**src/rtl/cpu_5bit.sv**
```systemverilog
// Single-cycle 5-bit CPU: 8 x 11-bit program/data RAM, four 5-bit registers, G/E flags,
// a registered output port and an external input that can stand in for R2.
module cpu_5bit (
  input  logic        clk,
  input  logic        reset,
  input  logic        PC_Enable,
  input  logic        RAM_Write_Enable,
  input  logic [2:0]  RAM_Write_Address,
  input  logic [10:0] RAM_Write_Data,
  input  logic [4:0]  InD,
  input  logic        InE,
  output logic [4:0]  OutD,
  output logic [2:0]  PC,
  output logic [10:0] PI,
  output logic [4:0]  REG0,
  output logic [4:0]  REG1,
  output logic [4:0]  REG2,
  output logic [4:0]  REG3,
  output logic [10:0] RAM0,
  output logic [10:0] RAM1,
  output logic [10:0] RAM2,
  output logic [10:0] RAM3,
  output logic [10:0] RAM4,
  output logic [10:0] RAM5,
  output logic [10:0] RAM6,
  output logic [10:0] RAM7
);

  localparam int unsigned DW    = 5;
  localparam int unsigned AW    = 3;
  localparam int unsigned IW    = 11;
  localparam int unsigned NREG  = 4;
  localparam int unsigned NWORD = 8;

  typedef enum logic [3:0] {
    OP_NOP = 4'b0000, OP_MOV = 4'b0001, OP_JMP = 4'b0010, OP_JG  = 4'b0011,
    OP_JE  = 4'b0100, OP_JNE = 4'b0101, OP_ROL = 4'b0110, OP_ROR = 4'b0111,
    OP_CMP = 4'b1000, OP_OUT = 4'b1001, OP_SUB = 4'b1010, OP_ADD = 4'b1011,
    OP_AND = 4'b1100, OP_OR  = 4'b1101, OP_LD  = 4'b1110, OP_ST  = 4'b1111
  } op_e;

  logic [IW-1:0] mem  [NWORD];
  logic [DW-1:0] regs [NREG];
  logic          g_flag, e_flag;

  op_e           op;
  logic [1:0]    rd, rs;
  logic [2:0]    imm3, target, rot_amt;
  logic [DW-1:0] rd_val, rs_val;

  logic [AW-1:0] pc_nxt;
  logic          wr_en, flag_en, out_en, st_en;
  logic [DW-1:0] wr_val;
  logic          g_nxt, e_nxt;
  logic [AW-1:0] st_addr;
  logic [IW-1:0] st_data;

  assign PI     = mem[PC];
  assign op     = op_e'(PI[10:7]);
  assign rd     = PI[6:5];
  assign rs     = PI[4:3];
  assign imm3   = PI[2:0];
  assign target = PI[6:4];

  // With InE set, R2 reads see the live input rather than the stored value
  assign rd_val  = (InE && rd == 2'd2) ? InD : regs[rd];
  assign rs_val  = (InE && rs == 2'd2) ? InD : regs[rs];
  assign rot_amt = (imm3 >= 3'd5) ? imm3 - 3'd5 : imm3;

  // Instruction decode and next-state computation
  always_comb begin
    pc_nxt  = PC + AW'(1);
    wr_en   = 1'b0;
    wr_val  = rd_val;
    flag_en = 1'b0;
    g_nxt   = g_flag;
    e_nxt   = e_flag;
    out_en  = 1'b0;
    st_en   = 1'b0;
    st_addr = rs_val[2:0];
    st_data = {6'b0, rd_val};
    case (op)
      OP_NOP: ;
      OP_MOV: begin wr_en = 1'b1; wr_val = rs_val; end
      OP_JMP: pc_nxt = target;
      OP_JG:  if (g_flag)  pc_nxt = target;
      OP_JE:  if (e_flag)  pc_nxt = target;
      OP_JNE: if (!e_flag) pc_nxt = target;
      OP_ROL: begin wr_en = 1'b1; wr_val = DW'(({rd_val, rd_val} << rot_amt) >> DW); end
      OP_ROR: begin wr_en = 1'b1; wr_val = DW'({rd_val, rd_val} >> rot_amt); end
      OP_CMP: begin flag_en = 1'b1; g_nxt = (rd_val > rs_val); e_nxt = (rd_val == rs_val); end
      OP_OUT: out_en = 1'b1;
      OP_SUB: begin wr_en = 1'b1; wr_val = rd_val - rs_val; end
      OP_ADD: begin wr_en = 1'b1; wr_val = rd_val + rs_val; end
      OP_AND: begin wr_en = 1'b1; wr_val = rd_val & rs_val; end
      OP_OR:  begin wr_en = 1'b1; wr_val = rd_val | rs_val; end
      OP_LD:  begin wr_en = 1'b1; wr_val = mem[rs_val[2:0]][DW-1:0]; end
      OP_ST:  st_en = 1'b1;
      default: ;
    endcase
  end

  // State update; later assignments give the external write and instruction write priority
  always_ff @(posedge clk or negedge reset) begin
    if (!reset) begin
      PC     <= '0;
      OutD   <= '0;
      g_flag <= 1'b0;
      e_flag <= 1'b0;
      regs   <= '{default: '0};
      mem    <= '{default: '0};
    end else begin
      if (InE) regs[2] <= InD;
      if (PC_Enable) begin
        PC <= pc_nxt;
        if (wr_en) regs[rd] <= wr_val;
        if (flag_en) begin
          g_flag <= g_nxt;
          e_flag <= e_nxt;
        end
        if (out_en) OutD <= rs_val;
        if (st_en)  mem[st_addr] <= st_data;
      end
      if (RAM_Write_Enable) mem[RAM_Write_Address] <= RAM_Write_Data;
    end
  end

  assign REG0 = regs[0];
  assign REG1 = regs[1];
  assign REG2 = regs[2];
  assign REG3 = regs[3];
  assign RAM0 = mem[0];
  assign RAM1 = mem[1];
  assign RAM2 = mem[2];
  assign RAM3 = mem[3];
  assign RAM4 = mem[4];
  assign RAM5 = mem[5];
  assign RAM6 = mem[6];
  assign RAM7 = mem[7];

endmodule

```
**config.mk**
```make
export PLATFORM = sky130hd
export DESIGN_NAME = cpu_5bit
export DESIGN_NICKNAME = d
export VERILOG_FILES = /design/src/rtl/cpu_5bit.sv
export SDC_FILE = /design/constraint.sdc
export NUM_CORES = 1
export LEC_CHECK = 0
export BUFFER_PORTS_ARGS = -buffer_cell sky130_fd_sc_hd__buf_4
export CAP_MARGIN = 40
export CORE_ASPECT_RATIO = 1.75
export CORE_UTILIZATION = 61
export DETAILED_ROUTE_END_ITERATION = 6
export PLACE_DENSITY = 0.87
export SLEW_MARGIN = 20
export SYNTH_ARGS = -nofsm -noshare
export SYNTH_HDL_FRONTEND = slang
export SYNTH_SLANG_ARGS = --single-unit
```
**constraint.sdc**
```tcl
create_clock -name clk -period 7.75 [get_ports clk]
set_input_delay 1.55 -clock clk [delete_from_list [all_inputs] [get_ports clk]]
set_output_delay 1.55 -clock clk [all_outputs]
set_load 0.1 [all_outputs]
```
Word level (Yosys, flattened, before mapping)

Cells that the tools add are included.

Logic and storage cells: 105
Flip-flop bits (word level): 118
Input bits: 24
Output and inout bits: 127

Order comparisons: 10
Reductions and logical operators: 9
Add/sub/neg operators: 4
Bitwise operators: 7
Equality and inequality tests: 18
Mux-type cells: 39
Shift-type cells: 2

Operators with widths:

| cell               | number |
|---|---|
| $mux 88            | 3 |
| $bwmux 88          | 2 |
| $bmux 11 s3        | 2 |
| $demux 11 s3       | 2 |
| $mux 5             | 10 |
| $mux 11            | 4 |
| $pmux 5 s8         | 1 |
| $eq 4x4->1 const B | 8 |
| $bmux 5 s2         | 2 |
| $bwmux 20          | 1 |
| $mux 10            | 2 |
| $eq 4x3->1 const B | 4 |
| $ge 4x4->1 const B | 3 |
| $mux 3             | 4 |
| $not 3->4          | 3 |
| $pmux 3 s4         | 1 |
| $demux 5 s2        | 1 |
| $shl 10x3->10      | 1 |
| $shr 10x3->5       | 1 |
| $ge 3x3->1 const B | 3 |
| $eq 4x2->1 const B | 2 |
| $lt 4x1->1 const B | 2 |
| $reduce_or 8->1    | 1 |
| $not 2->3          | 2 |
| other kinds (15)   | 24 |

Depth between registers and ports, before layout

Gate-level depths: netlist of the first run.

Depth in word-level cells: 19
Mapped depth: 18
Depth with buffers taken out: 14

Worst setup path before layout of the first run

No wires, ideal clock.

Path kind: reg-to-reg
Start point: reg PC[2]
End point: reg regs, in the netlist REG0[1]
Cell stages (with the launch flop): 17
Period minus slack after synthesis: 5656 ps
Path buffers: 4
Library setup time: 127 ps
Slack: 2094 ps
Arrival: 5529 ps
Required time: 7623 ps
Cells stage by stage: dfrtp_1 > buf_6 > buf_6 > mux2i_1 > and3_1 > nor4_4 > mux4_2 > buf_6 > buf_2 > ha_1 > ha_1 > a22oi_1 > nor2_1 > a21oi_1 > o22ai_1 > or4_4 > mux2_4

Cells in the longest elaborated chain, start to end: 15
Elaborated cells between the ends (all ways): 49
Those cells by class: add/sub (3); order compare (3); eq/ne (10); shift (2); mux (20); bitwise (6); reduce/logical (5)

RTL lines:

| what                                         | RTL line | source |
|---|---|---|
| from (decl)                                  | 13       | `output logic [2:0] PC,` |
| from (signal assigned)                       | 115      | `PC <= pc_nxt;` |
| $not 3->4 (not written as such) *            | 58       | `assign PI = mem[PC];` |
| $bmux 11 s3 *                                | 58       |  |
| $mux 11 (not written as such) * (2 in a row) | 58       |  |
| net PI[3]                                    | 14       | `output logic [10:0] PI,` |
| $not 2->3 (not written as such)              | 67       | `assign rs_val = (InE && rs == 2'd2) ? InD : regs[rs];` |
| $bmux 5 s2                                   | 67       |  |
| $mux 5 (not written as such) (2 in a row)    | 67       |  |
| $mux 5 *                                     | 67       |  |
| net rs_val[0]                                | 49       | `logic [DW-1:0] rd_val, rs_val;` |
| $not 3->4 (not written as such)              | 97       | `OP_LD: begin wr_en = 1'b1; wr_val = mem[rs_val[2:0]][DW-1:0]; end` |
| $bmux 11 s3                                  | 97       |  |
| $mux 5 (not written as such) (2 in a row)    | 97       |  |
| $pmux 5 s8 *                                 | 82       | `case (op)` |
| $bwmux 20 *                                  | 116      | `if (wr_en) regs[rd] <= wr_val;` |
| to (signal, indexed assignment)              | 116      |  |
| to (decl)                                    | 43       | `logic [DW-1:0] regs [NREG];` |

Mark *: on every way through the listed nets, which the timed path passes. The rest lies on a longest branch. The select of a mux whose other input is x is not followed.
A chain may end at the register's enable or synchronous reset.

Worst setup path after layout of the first run

Start point: reg PC[1]
End point: reg regs, in the netlist REG3[2]

Cells in the longest elaborated chain, start to end: 15
Elaborated cells between the ends (all ways): 49
Those cells by class: add/sub (3); order compare (3); eq/ne (10); shift (2); mux (20); bitwise (6); reduce/logical (5)

RTL lines:

| what                                         | RTL line |
|---|---|
| $not 3->4 (not written as such) *            | 58 |
| $bmux 11 s3 *                                | 58 |
| $mux 11 (not written as such) * (2 in a row) | 58 |
| $not 2->3 (not written as such)              | 67 |
| $bmux 5 s2                                   | 67 |
| $mux 5 (not written as such) (2 in a row)    | 67 |
| $mux 5                                       | 67 |
| $not 3->4 (not written as such)              | 97 |
| $bmux 11 s3                                  | 97 |
| $mux 5 (not written as such) (2 in a row)    | 97 |
| $pmux 5 s8                                   | 82 |
| $bwmux 20                                    | 116 |

Mark *: on every way between the ends. The rest lies on a longest branch, timed or not. The select of a mux whose other input is x is not followed.

==> results.yml, run 1 <==
global_routing:
  grt.total_usage_pct: 46.0
  grt_max_degree: 64
  grt_pass1_vias: 8531
  grt_antenna_before_repair: 0
  grt_pass1_wl_mm: 45.9
  grt_overflow: 0
floorplanning:
  rows: 54
  dieArea_um2: 13500
  die_h_um: 153
  start_util_pct: 63.3
  die_w_um: 88.3
  io_pins: 151
  core_area_um2: 12600
sta:
  slew_headroom_pct: 31.6
  max_freq_ghz: 0.196
  grt_setup_unrepaired: "no"
  tightest_slew_ns: 1.03
  hold_viol: 0
  fin_crit_ns: 5.10
  slew_viol_final: 0
  setup_viol: 0
  fin_skew_ns: 0.0114
  period_share_pct: 65.9
  fin_setup_tns_ns: 0
clock_network:
  clock_sinks: 118
  cts_resized: 0
  cts_setup_buffers: 0
  path_clk_slew_ns: 0.06
  cts_tree: "yes"
  insertion_delay_ns: 0.43
  holdBufCountCts: 0
  cts_buffer_depth: 2
  cts_root_buf: "clkbuf_16"
  numCtsBuffers: 17
  cts_max_level: 4
run:
  cap_viol_max_count: 0
placed_design:
  dp_hpwl_mm: 20.4
  place.gp.congestion: 0.971
  dpl_cell_area_um2: 9280
  placed_cells: 1165
  numPortBuffers: 150
drt:
  drt_first_iter_violations: 810
  vias: 8224
  dr.pass1.iters: 7
  post_drt_wl_per_cell_um: 24.7
  antenna_left: 0
  avgViaCountPerCell: 6.84
  drc: 9
  postRouteWirelength_mm: 29.6
worst_setup_path:
  ff2ff_path_depth: 14
  cp-startpoint: "PC[1]"
  crit_required_ns: 8.01
  r2r_setup_slack_ns: 2.65
  path_class: "register to register"
  r2r-start: "PC[1]"
  crit_path_end_kind: "register"
  startpoint_type: "register"
  crit_fanout: 12
  r2r_end: "REG3[2]"
  crit_arrival_ns: 5.37
  crit_end: "REG3[2]"
yosys:
  ys_seq_area_share_pct: 37.1
  synth_area_per_cell_um2: 9.14
  async_flop_share_pct: 100
  ys_seq_elements: 118
  synth_top_area_share_pct: 37.1
  synth_cells: 870
  ys_warn_count: 0
  netlist_area_um2: 7950
  synth_edf_count: 0
  synth_area_leaders: "dfrtp_1, mux2i_1, nand2_1"
  ys_dominant_reg_cell: "dfrtp_1"
  ys_types: 61
  yosysTopAreaCell: "dfrtp_1"
  synthesis.nets: 910
layout:
  syn_to_final_growth_pct: 25.2
  n_antenna_cell: 0
  drive_gt1_share_pct: 26.4
  stdcell_count: 1202
  final_area_um2: 9960
  final_nets: 1061
status:
  status: "complete, but fails checks"
  violations: "design-rule violations"
min_path:
  hp-class: "register to register"
  min_from: "OutD[3]"
## placed cells by master (no fill, tap or decap), types with 5 or more instances in the layout
master     count
buf_4        175
nand2_1      174
dfrtp_1      118
o21ai_0      112
mux2i_1       98
nor2_1        51
inv_1         28
mux2_2        20
mux4_2        19
nor3_1        18
clkbuf_16     17
ha_1          16
a21oi_1       14
a31oi_1       13
nand2b_1       9
nand3_1        9
o221ai_1       8
buf_6          7
nor2b_1        6
mux2_4         6
mux4_1         5
nor3b_1        5
o31ai_1        5
a22o_1         5
or3_1          5
nand4_1        5
## cells in the mapped netlist, drive strengths merged (13+ instances only)
| cell type | count |
|---|---|
| dfrtp | 118 |
| inv | 31 |
| mux4 | 24 |
| mux2 | 26 |
| ha | 16 |
| o21ai | 114 |
| nor3 | 18 |
| nor2 | 51 |
| buf | 36 |
| a31oi | 13 |
| clkbuf | 20 |
| mux2i | 100 |
| a21oi | 14 |
| nand2 | 174 |
## metrics by stage
stage	hold WS (ns)	worst slack, ns	utilization, %
floorplan	0.456	2.09	-
detailed placement	0.475	2.70	73.8
finish	0.488	2.65	79.2
global placement	0.465	2.69	72.9
global route	0.524	2.25	79.2
CTS	0.487	2.71	78.7
## worst min path at each step
| stage | end | slack, ns | cells after the start |
|---|---|---|---|
| 2_1_floorplan | g_flag | 0.46 | 2 |
| 3_3_place_gp | OutD[3] | 0.47 | 2 |
| 3_5_place_dp | OutD[3] | 0.47 | 2 |
| 4_1_cts | OutD[3] | 0.49 | 2 |
| 5_1_grt | OutD[2] | 0.52 | 2 |
| 6_report | OutD[3] | 0.49 | 2 |
## registers in the layout (all words and copies together) (netlist names), 3 cells and up
register  cells
RAM0         11
REG2          5
RAM2         11
RAM1         11
REG1          5
REG0          5
RAM4         11
RAM5         11
RAM6         11
REG3          5
PC            3
OutD          5
RAM7         11
RAM3         11
## kinds of logic (layout without fill, tap and decap cells)
| group | after synthesis | in the layout | synth area share, % |
|---|---|---|---|
| simple gates | 300 | 300 | 16.5 |
| compound gates | 194 | 194 | 14.7 |
| mux | 150 | 150 | 23.7 |
| flops | 118 | 118 | 37.1 |
| buf+inv | 88 | 252 | 5.00 |
| fa+ha+maj | 16 | 16 | 2.52 |
| xor+xnor | 4 | 4 | 0.440 |
## layer usage
layer | up-vias | GRT usage (%) | wire, um
met5 | - | 0 | 0
met4 | 0 | 38.9 | 2840
met3 | 232 | 13.9 | 3040
met2 | 737 | 72.9 | 14600
met1 | 3823 | 48.3 | 9200
li1 | 3432 | - | -
## final cells by class
| class | instances | area, um2 |
|---|---|---|
| timing repair buffer | 188 | 1460 |
| fill | 834 | 2610 |
| tap | 168 | 210 |
| inverter | 32 | 120 |
| multi-input combinational | 664 | 4610 |
| sequential | 118 | 2950 |
| clock buffer | 18 | 439 |
| clock inverter | 14 | 174 |
## critical path: stages (launching register included)
cell	delay, ns
dfrtp_1	0.67
buf_4	0.35
inv_1	0.20
and3_1	0.24
nor4_4	0.54
mux2i_1	0.65
inv_2	0.21
ha_1	0.38
inv_1	0.05
ha_1	0.17
a21oi_1	0.19
xnor2_1	0.14
o21ai_0	0.17
nor4_1	0.79
a31oi_1	0.19
Power of run 1 is not shown: default switching activity piles up to over one toggle a cycle in this logic, so the estimate is an artifact.
==> inputs of run 2 (changes only) <==
--- a/config.mk
+++ b/config.mk
@@ -5,12 +5,13 @@
 export SDC_FILE = /design/constraint.sdc
 export NUM_CORES = 1
 export LEC_CHECK = 0
+export ABC_AREA = 1
 export BUFFER_PORTS_ARGS = -buffer_cell sky130_fd_sc_hd__buf_4
 export CAP_MARGIN = 40
 export CORE_ASPECT_RATIO = 1.75
-export CORE_UTILIZATION = 61
+export CORE_UTILIZATION = 58
 export DETAILED_ROUTE_END_ITERATION = 6
-export PLACE_DENSITY = 0.87
+export PLACE_DENSITY = 0.82
 export SLEW_MARGIN = 20
 export SYNTH_ARGS = -nofsm -noshare
 export SYNTH_HDL_FRONTEND = slang
==> constraint.sdc (replaced) <==
create_clock -name clk -period 5.4 [get_ports clk]
set_input_delay 1.08 -clock clk [delete_from_list [all_inputs] [get_ports clk]]
set_output_delay 1.08 -clock clk [all_outputs]
set_load 0.1 [all_outputs]
==> run 2 against run 1 <==
The run still ends with design-rule violations left; first-iteration DRC count rose by 16%; maximum frequency rose by 14%; global-route usage rose by 1.3 points; die area rose by 15%; core utilization fell by 9.1 points; clock skew rose by 0.0027 ns; register-to-register slack got worse by 1.7 ns; critical path type unchanged.
==> results.yml, run 2 <==
floorplanning:
  rows: 59
  die_h_um: 164
  io_pins: 151
  dieArea_um2: 15600
  start_util_pct: 59.2
  core_area_um2: 14800
  die_w_um: 94.8
drt:
  postRouteWirelength_mm: 35.8
  post_drt_wl_per_cell_um: 22.0
  dr_wl_met2_mm: 17.1
  routed.top_layer: "met4"
  dr.pass1.iters: 7
  drc: 2
  vias: 9822
  drt_first_iter_violations: 943
  wl_met3_mm: 3.70
  avgViaCountPerCell: 6.05
  drt-met1-wl_mm: 10.9
  antenna_left: 0
yosys:
  synth_common_cells: "nand2_1, nand3_1, dfrtp_1"
  ys_seq_area_share_pct: 33.8
  synth_most_common_cell: "nand2_1"
  synth_edf_count: 0
  synth_area_leaders: "dfrtp_1, nand2_1, nand3_1"
  synthesis.nets: 1347
  ys_types: 48
  ys_warn_count: 0
  synth_area_per_cell_um2: 6.69
  synth_cells: 1307
  ys_seq_elements: 118
  netlist_area_um2: 8740
  async_flop_share_pct: 100
  yosysTopAreaCell: "dfrtp_1"
  ys_dominant_reg_cell: "dfrtp_1"
  synth_top_area_share_pct: 33.8
clock_network:
  path_clk_slew_ns: 0.07
  cts_tree: "yes"
  cts_setup_buffers: 0
  cts_root_buf: "clkbuf_16"
  cts_max_level: 4
  numCtsBuffers: 17
  cts_buffer_depth: 2
  clock_sinks: 118
  insertion_delay_ns: 0.43
  holdBufCountCts: 0
  cts_resized: 0
global_routing:
  grt_antenna_before_repair: 0
  grt_max_degree: 59
  grt_pass1_wl_mm: 52.9
  grt.total_usage_pct: 47.3
  grt_overflow: 0
  grt_pass1_vias: 9377
layout:
  stdcell_count: 1624
  n_antenna_cell: 0
  drive_gt1_share_pct: 20.1
  final_common_cell: "nand2_1"
  final_cell_mix: "nand2_1, nand3_1, buf_4, dfrtp_1, inv_1"
  final_nets: 1468
  final_area_um2: 10400
  syn_to_final_growth_pct: 18.6
placed_design:
  place.gp.congestion: 1.02
  placed_cells: 1591
  dpl_cell_area_um2: 9780
  dp_hpwl_mm: 26.3
  numPortBuffers: 150
sta:
  tightest_slew_ns: 0.860
  fin_skew_ns: 0.0140
  slew_headroom_pct: 42.4
  setup_viol: 0
  fin_setup_tns_ns: 0
  max_freq_ghz: 0.223
  fin_crit_ns: 4.49
  slew_viol_final: 0
  period_share_pct: 83.1
  grt_setup_unrepaired: "no"
  hold_viol: 0
  fin_hold_ws_ns: 0.494
worst_setup_path:
  cp-startpoint: "PC[1]"
  r2r-start: "PC[1]"
  r2r_setup_slack_ns: 0.91
  r2r_end: "REG2[2]"
  crit_arrival_ns: 4.80
  crit_required_ns: 5.71
  crit_fanout: 23
  path_class: "register to register"
  startpoint_type: "register"
  ff2ff_path_depth: 23
  crit_path_end_kind: "register"
  crit_end: "REG2[2]"
status:
  status: "complete, but fails checks"
  violations: "design-rule violations"
min_path:
  hp-class: "register to register"
run:
  cap_viol_max_count: 0
-- run 2: changes by cell type in the layout (fill, tap and decap cells not counted), sizes merged, moves of 10 or more --
| cell | delta |
|---|---|
| buf | -28 |
| mux2 | -26 |
| inv | +116 |
| a21oi | +10 |
| nor2 | +83 |
| nor3 | -15 |
| a31oi | +21 |
| mux4 | -24 |
| nand3 | +182 |
| nand2 | +246 |
| mux2i | -99 |
| o21ai | +10 |
-- run 2: metal layers --
metal	GRT usage (%)	vias up
li1	-	4503
met1	44.4	4425
met2	77.9	657
met3	15.3	237
met4	46.6	0
met5	0	-
-- run 2: logic make-up after synthesis --
family | synth area share (%)
fa+ha+maj | 2.29
buf+inv | 10.8
xor+xnor | 0.100
compound gates | 13.6
mux | 0.115
simple gates | 39.3
flops | 33.8
-- run 2: worst min-delay path by stage --
stage / cells past startpoint / from / end
6_report: 2 / OutD[1] / OutD[1]
3_5_place_dp: 2 / OutD[1] / OutD[1]
5_1_grt: 2 / OutD[1] / OutD[1]
3_3_place_gp: 2 / OutD[0] / OutD[0]
4_1_cts: 2 / OutD[1] / OutD[1]
2_1_floorplan: 1 / e_flag / e_flag
-- run 2: area by class of cell --
cell class / count / area (um2)
Clock buffer: 18 / 429
Clock inverter: 14 / 143
Fill cell: 1303 / 4400
Inverter: 147 / 567
Multi-Input combinational cell: 984 / 4840
Sequential cell: 118 / 2950
Tap cell: 183 / 229
Timing Repair Buffer: 160 / 1200
-- run 2: critical path, stage by stage (launching register included) --
cell and delay [ns]:
dfrtp_1 0.58, inv_2 0.45, nand3_1 0.19, nand2_1 0.09, nand2_1 0.05, nand2_1 0.34
nand3_1 0.15, nand2_1 0.10, inv_1 0.04, nand2_1 0.09, nand2_1 0.41, inv_1 0.45
ha_1 0.21, o21ai_0 0.09, nor2_1 0.11, o21ai_1 0.07, inv_1 0.05, nand2_1 0.05
nor2_1 0.43, nand2_1 0.13, inv_2 0.08, nand2_2 0.08, nand2_1 0.07, o21ai_1 0.06
-- run 2: per-stage QoR --
| stage | utilization [%] | worst slack, ns |
|---|---|---|
| after global placement | 66.3 | 1.22 |
| after floorplan | - | 0.933 |
| after CTS | 70.1 | 1.07 |
| final | 70.2 | 0.911 |
| after global routing | 70.2 | 0.661 |
| after detailed placement | 66.3 | 1.14 |
Power of run 2 is left out for the same reason.
==> inputs of run 3 (changes only) <==
--- a/config.mk
+++ b/config.mk
@@ -5,11 +5,11 @@
 export SDC_FILE = /design/constraint.sdc
 export NUM_CORES = 1
 export LEC_CHECK = 0
-export ABC_AREA = 1
+export ABC_AREA = 0
 export BUFFER_PORTS_ARGS = -buffer_cell sky130_fd_sc_hd__buf_4
 export CAP_MARGIN = 40
 export CORE_ASPECT_RATIO = 1.75
-export CORE_UTILIZATION = 58
+export CORE_UTILIZATION = 57
 export DETAILED_ROUTE_END_ITERATION = 6
 export PLACE_DENSITY = 0.82
 export SLEW_MARGIN = 20
==> constraint.sdc (replaced) <==
create_clock -name clk -period 4.2 [get_ports clk]
set_input_delay 0.84 -clock clk [delete_from_list [all_inputs] [get_ports clk]]
set_output_delay 0.84 -clock clk [all_outputs]
set_load 0.1 [all_outputs]
==> run 3 against run 2 <==
The flow still finishes with violations (design-rule violations); die area fell by 7.3%; critical path depth shrank 12; register-to-register slack worse by 0.80 ns; largest cell class unchanged.
==> results.yml, run 3 (same netlist as run 1, synthesis figures left out) <==
worst_setup_path:
  ff2ff_path_depth: 11
  critPathMaxStageDelay_ns: 0.66
  crit_arrival_ns: 4.36
  startpoint_type: "register"
  crit_family: "simple AND/OR/NAND/NOR gates"
  crit_fanout: 14
  cpMaxStageDelayCell: "mux4_2"
  critPathMostFrequentCell: "buf_4"
  path_depth: 11
  path_class: "register to register"
  crit_required_ns: 4.48
  cp_cell_sequence: "clkbuf_8, and3_1, nor4_4, mux4_2, buf_4, inv_1, nand4_1, nor2_2, buf_4, mux2i_1, o21ai_0"
  crit_path_end_kind: "register"
  path_buf_inv: 4
global_routing:
  grt_overflow: 0
  grt_pass1_wl_mm: 44.8
  grt_max_degree: 54
  grt_pass1_vias: 7891
  grt_antenna_before_repair: 0
  grt.total_usage_pct: 41.4
clock_network:
  numCtsBuffers: 17
  cts_buffer_depth: 2
  cts_root_buf: "clkbuf_16"
  cts_tree: "yes"
  clock_sinks: 118
  cts_max_level: 4
  path_clk_slew_ns: 0.07
  insertion_delay_ns: 0.43
drt:
  postRouteWirelength_mm: 29.2
  drt_first_iter_violations: 654
  dr.pass1.iters: 7
  vias: 8106
  drc: 8
  antenna_left: 0
  post_drt_wl_per_cell_um: 23.7
  avgViaCountPerCell: 6.60
floorplanning:
  die_h_um: 158
  die_w_um: 91.3
  start_util_pct: 58.8
  dieArea_um2: 14400
  core_area_um2: 13500
  rows: 56
  io_pins: 151
layout:
  final_common_cell: "buf_4"
  final_cell_mix: "buf_4, nand2_1, dfrtp_1, mux2i_1, o21ai_0"
  fin_util_pct: 75.8
  final_nets: 1081
  syn_to_final_growth_pct: 28.8
  multi_input_area_um2: 4740
  fill_cells: 921
  ff_latch_area_um2: 2970
  n_antenna_cell: 0
  drive_gt1_share_pct: 30.5
placed_design:
  dp_hpwl_mm: 20.8
  numPortBuffers: 150
  pre_cts_slack_ns: 0.151
  place.gp.congestion: 1.01
status:
  violations: "design-rule violations"
  status: "complete, but fails checks"
sta:
  fin_skew_ns: 0.0202
  fin_crit_ns: 4.09
  finalWorstSetupSlack_ns: 0.113
  max_freq_ghz: 0.245
  fin_hold_ws_ns: 0.335
  hold_viol: 0
  tightest_slew_ns: 0.887
  slew_headroom_pct: 40.3
  slew_viol_final: 0
  setup_viol: 0
  period_share_pct: 97.3
run:
  cap_viol_max_count: 0
min_path:
  hp-class: "input port to asynchronous set/reset pin"
[run 3: cell count changes in the layout (fill, tap and decap cells not counted), sizes merged, moves of 26 or more]
cell	change
nand2	-246
nand3	-182
inv	-115
mux2i	+99
nor2	-83
buf	+47
mux2	+26
[run 3: metrics by stage]
step	area, um2	setup TNS [ns]	cells
6_report	10200	0	1228
5_1_grt	10200	-0.178	1228
4_1_cts	10200	0	1224
3_5_place_dp	9600	0	1192
3_3_place_gp	9510	0	1184
2_1_floorplan	8160	-21.69	870
[run 3: worst paths after layout]
check                           startpoint       to  slack, ns
worst max-delay path                 PC[1]  RAM6[4]       0.11
worst min-delay path                 reset  RAM0[2]       0.34
worst max register to register       PC[1]  RAM6[4]       0.11
worst min register to register     OutD[3]  OutD[3]       0.49
max in group asynchronous            reset  REG2[1]       2.84
min in group clk                   OutD[3]  OutD[3]       0.49
[run 3: timing repair]
action,4_1_cts,5_1_grt
hold buffers,0,0
endpoints found under the setup margin,0,19
gates resized for setup,0,0
setup buffers,0,4
[run 3: layout make-up]
class	count	share of cell area [%]
clock inverter	12	1.38
sequential	118	29.0
multi-input combinational	664	46.2
clock buffer	20	4.55
timing repair buffer	208	15.6
tap	174	2.12
inverter	32	1.17
[run 3: worst reg2reg max path, cell delays in order, from the launching register on]
cell,delay [ns]
dfrtp_4,0.59
clkbuf_8,0.23
and3_1,0.20
nor4_4,0.48
mux4_2,0.66
buf_4,0.24
inv_1,0.21
nand4_1,0.30
nor2_2,0.36
buf_4,0.24
mux2i_1,0.08
o21ai_0,0.36
[run 3: routing by layer]
metal  global-route usage [%]  share of wire (%)  wire length, um
met5                        0                  0                0
met2                     72.1                 51            14800
met4                     28.0                7.3             2130
met1                     46.5                 33             9710
met3                     7.02                8.6             2520
Power of run 3 is left out for the same reason.
